File: src/rtl/lcd_mem_pkg.sv
// Shared types and constants for the LCD convolution memory front end.
// Holds the loader state encoding, RAM enable encodings and default RAM depths.
package lcd_mem_pkg;

  typedef enum logic [1:0] {
    IDLE,
    LOAD_INP,
    LOAD_FIL,
    DONE
  } load_state_t;

  // {ce, we} pairs driven to the RAMs
  localparam logic [1:0] EN_OFF = 2'b00;
  localparam logic [1:0] EN_WR  = 2'b11;

  localparam int DEF_INP_DEPTH = 16;
  localparam int DEF_FIL_DEPTH = 9;

endpackage

File: src/rtl/memory_loader.sv
// Streams bytes from a valid/ready source into the input-matrix RAM, then the filter RAM.
// Memory-side outputs are registered; done pulses alongside the final filter write.
module memory_loader
  import lcd_mem_pkg::*;
#(
  parameter int INP_DEPTH = DEF_INP_DEPTH,
  parameter int FIL_DEPTH = DEF_FIL_DEPTH,
  parameter int AW        = 4
) (
  input  logic          clk,
  input  logic          rst,
  input  logic          start,
  input  logic [7:0]    in_data,
  input  logic          in_valid,
  output logic          in_ready,
  output logic [7:0]    data,
  output logic [AW-1:0] addr_w,
  output logic [1:0]    en_INP,
  output logic [1:0]    en_FIL,
  output logic          busy,
  output logic          done
);

  localparam logic [AW-1:0] INP_LAST = AW'(INP_DEPTH - 1);
  localparam logic [AW-1:0] FIL_LAST = AW'(FIL_DEPTH - 1);

  load_state_t   state, state_nx;
  logic [AW-1:0] cnt, cnt_nx;
  logic          wr_inp, wr_fil;

  always_ff @(posedge clk or posedge rst) begin
    if (rst) begin
      state <= IDLE;
      cnt   <= '0;
    end else begin
      state <= state_nx;
      cnt   <= cnt_nx;
    end
  end

  // in_ready/busy/done decode from state only, never from in_valid
  always_comb begin
    state_nx = state;
    cnt_nx   = cnt;
    in_ready = 1'b0;
    busy     = 1'b0;
    done     = 1'b0;
    wr_inp   = 1'b0;
    wr_fil   = 1'b0;
    case (state)
      IDLE: begin
        if (start) begin
          state_nx = LOAD_INP;
          cnt_nx   = '0;
        end
      end
      LOAD_INP: begin
        in_ready = 1'b1;
        busy     = 1'b1;
        if (in_valid) begin
          wr_inp = 1'b1;
          if (cnt == INP_LAST) begin
            state_nx = LOAD_FIL;
            cnt_nx   = '0;
          end else begin
            cnt_nx = cnt + 1'b1;
          end
        end
      end
      LOAD_FIL: begin
        in_ready = 1'b1;
        busy     = 1'b1;
        if (in_valid) begin
          wr_fil = 1'b1;
          if (cnt == FIL_LAST) begin
            state_nx = DONE;
            cnt_nx   = '0;
          end else begin
            cnt_nx = cnt + 1'b1;
          end
        end
      end
      DONE: begin
        done     = 1'b1;
        state_nx = IDLE;
      end
      default: state_nx = IDLE;
    endcase
  end

  // data/addr_w hold between accepts; enables fall back to off
  always_ff @(posedge clk or posedge rst) begin
    if (rst) begin
      data   <= 8'h00;
      addr_w <= '0;
      en_INP <= EN_OFF;
      en_FIL <= EN_OFF;
    end else begin
      en_INP <= wr_inp ? EN_WR : EN_OFF;
      en_FIL <= wr_fil ? EN_WR : EN_OFF;
      if (wr_inp || wr_fil) begin
        data   <= in_data;
        addr_w <= cnt;
      end
    end
  end

endmodule

File: config.mk
export PLATFORM = sky130hd
export DESIGN_NAME = memory_loader
export DESIGN_NICKNAME = d
export VERILOG_FILES = /design/src/rtl/lcd_mem_pkg.sv /design/src/rtl/memory_loader.sv
export SDC_FILE = /design/constraint.sdc
export NUM_CORES = 1
export LEC_CHECK = 0
export CAP_MARGIN = 40
export CORE_MARGIN = 5
export CORE_UTILIZATION = 35
export CTS_BUF_LIST = sky130_fd_sc_hd__clkbuf_16
export DETAILED_ROUTE_END_ITERATION = 16
export GPL_ROUTABILITY_DRIVEN = 0
export PLACE_DENSITY = 0.69
export RECOVER_POWER = 100
export SLEW_MARGIN = 30
export SYNTH_ARGS = -nofsm -noshare
export SYNTH_HDL_FRONTEND = slang
export SYNTH_SLANG_ARGS = --single-unit
File: constraint.sdc
create_clock -name clk -period 1.9 [get_ports clk]
set_input_delay 0.285 -clock clk [delete_from_list [all_inputs] [get_ports clk]]
set_output_delay 0.285 -clock clk [all_outputs]
set_load 0.05 [all_outputs]
==> flow_summary.ini <==
[finish]
area_delta_synth_final_pct = 40.07
antennaDiodeCount = 0
n_fill_cell = 247
mostFrequentLayoutCells = dfrtp_1, dlygate4sd3_1, mux2_2, clkdlybuf4s50_1, inv_1
utilization = 0.5192
ff_latch_area_um2 = 500.5
multi_input_area_um2 = 485.5
layout_commonest_cell = dfrtp_1
drive_gt1_frac = 0.2083
final_cell_area_mm2 = 0.001456
nNetsFinal = 140

[synth]
ys_types = 34
synth_edf_count = 0
ys_ff_latch = 20
async_reset_ff_frac = 1.000
ys_seq_area_frac = 0.4813
synth-main-ff-cell = dfrtp_1
synth_nets = 104
ys_warn_count = 0
avgSynthCellArea_um2 = 12.23
syn_inst = 85
synth_area_mm2 = 0.001040

[worst_setup_path]
reg2regPathDepth = 5
cp_max_fo = 4
worstSetupPathType = flop to output port
rr_endpoint = state[1]
rrSetupSlack_ps = 120
cp_data_required_time_ps = 1620
cp-end-kind = output port
worstPathArrival_ps = 1520
cp-start-kind = flop
worst_r2r_startpoint = state[1]

[sta]
period_share = 0.9488
period_minus_slack_ps = 1803
rsz0062_at_grt = no
fin_ws_ps = 97.19
maxSlewHeadroom = 0.2898
drv_slew = 0
finalHoldViolCount = 0
clock_skew_ps = 5.425
tightest_slew_ps = 1065
tns_ps = 0
fmax_mhz = 554.7
setup_violations = 0

[place]
hpwl_um = 1708
pre_cts_slack_ps = 75.81
place_area_mm2 = 0.001405
portBuffers = 30

[grt]
grt_max_degree = 21
overflow = 0
grt_pass1_vias = 784
grt_pass1_wl_um = 3677
antenna_found_initial = 0
grt.total_usage = 0.1118

[floorplan]
dieArea_mm2 = 0.004161
ioPinCount = 31
dieHeight_um = 64.51
dieWidth_um = 64.51
initial_core_util = 0.3707
coreArea_mm2 = 0.002805
rows = 19

[drt]
drtIter0Drc = 12
wire_per_inst_um = 14.41
drc_errors = 0
wirelength_um = 2176
ant_nets = 0
dr_total_vias = 754
viasPerCell = 4.993
firstDrtPassIters = 4

[clock_tree]
cts.sinks = 20
h-tree-depth = 1
clk_latency_ps = 250
ctsLongestPathBuffers = 2
cts_setup_buffers = 0
cts_tree = done
cts_resized = 0
root_buffer = clkbuf_16
cts_made_buffers = 3
clkTransAtPathRegs_ps = 50
holdBufCountCts = 0

[run]
max_cap_violations = 0

[min_path]
whs_path_depth = 2
hp-start = addr_w[0]
holdPathEnd = addr_w[0]
hold_class = flop to flop

[outcome]
status = finished, final reports clean
through the flow:
stage                     hold slack (ps)  instances
after floorplan                     248.8         85
after global placement              462.0        147
after detailed placement            476.0        147
after CTS                           373.5        151
after global routing                508.3        151
final                               475.9        151
synthesized netlist by cell type (all sizes together), types with 2 or more instances:
library cell	instances	area [um2]
inv	6	22.52
nor2b	2	12.51
o31ai	2	15.01
mux2	11	127.6
dfrtp	20	500.5
o21a	2	15.01
and2	2	12.51
ha	7	87.58
nand2	5	18.77
o21ai	3	15.01
buf	5	38.78
nand3	2	10.01
registers in the layout, indices dropped and copies added (netlist names):
signal	cells
state	2
data	8
en_INP	1
en_FIL	1
cnt	4
addr_w	4
worst max-delay path, stage by stage, from the launching register on:
cell      delay, ps
dfrtp_1         400
inv_1           110
ha_2            350
clkbuf_2        170
clkbuf_4        250
metal layers:
layer | GRT usage | routed length [um]
met4 | 0.04749 | 27
met1 | 0.1367 | 933
met2 | 0.1997 | 1146
met3 | 0.01209 | 68
met5 | 0 | 0
final cells by class:
class,count,share of cell area
clock buffer,3,0.05155
sequential,20,0.3436
timing repair buffer,36,0.2268
clock inverter,1,0.002577
tap,31,0.02663
multi-input combinational,54,0.3333
inverter,6,0.01546
cells by family after synthesis:
group	Yosys count	synth area share
AO/OA/AOI/OAI	14	0.1035
buffers and inverters	11	0.05896
flip-flops	20	0.4813
adder cells (fa/ha/maj)	7	0.08423
AND/OR/NAND/NOR	21	0.1396
multiplexers	12	0.1324
how the worst max path moves through the flow:
stage	startpoint	to	slack [ps]	depth (start not counted)
3_3_place_gp	in_valid	state[1]	130	4
2_1_floorplan	state[0]	cnt[2]	120	5
5_1_grt	state[1]	busy	20	4
3_5_place_dp	state[1]	state[1]	80	5
4_1_cts	state[1]	state[1]	60	5
6_report	state[1]	busy	100	4
Power is left out: the tool's default activity adds up to more than one toggle a clock period on the data nets, which glitch-free logic cannot reach.
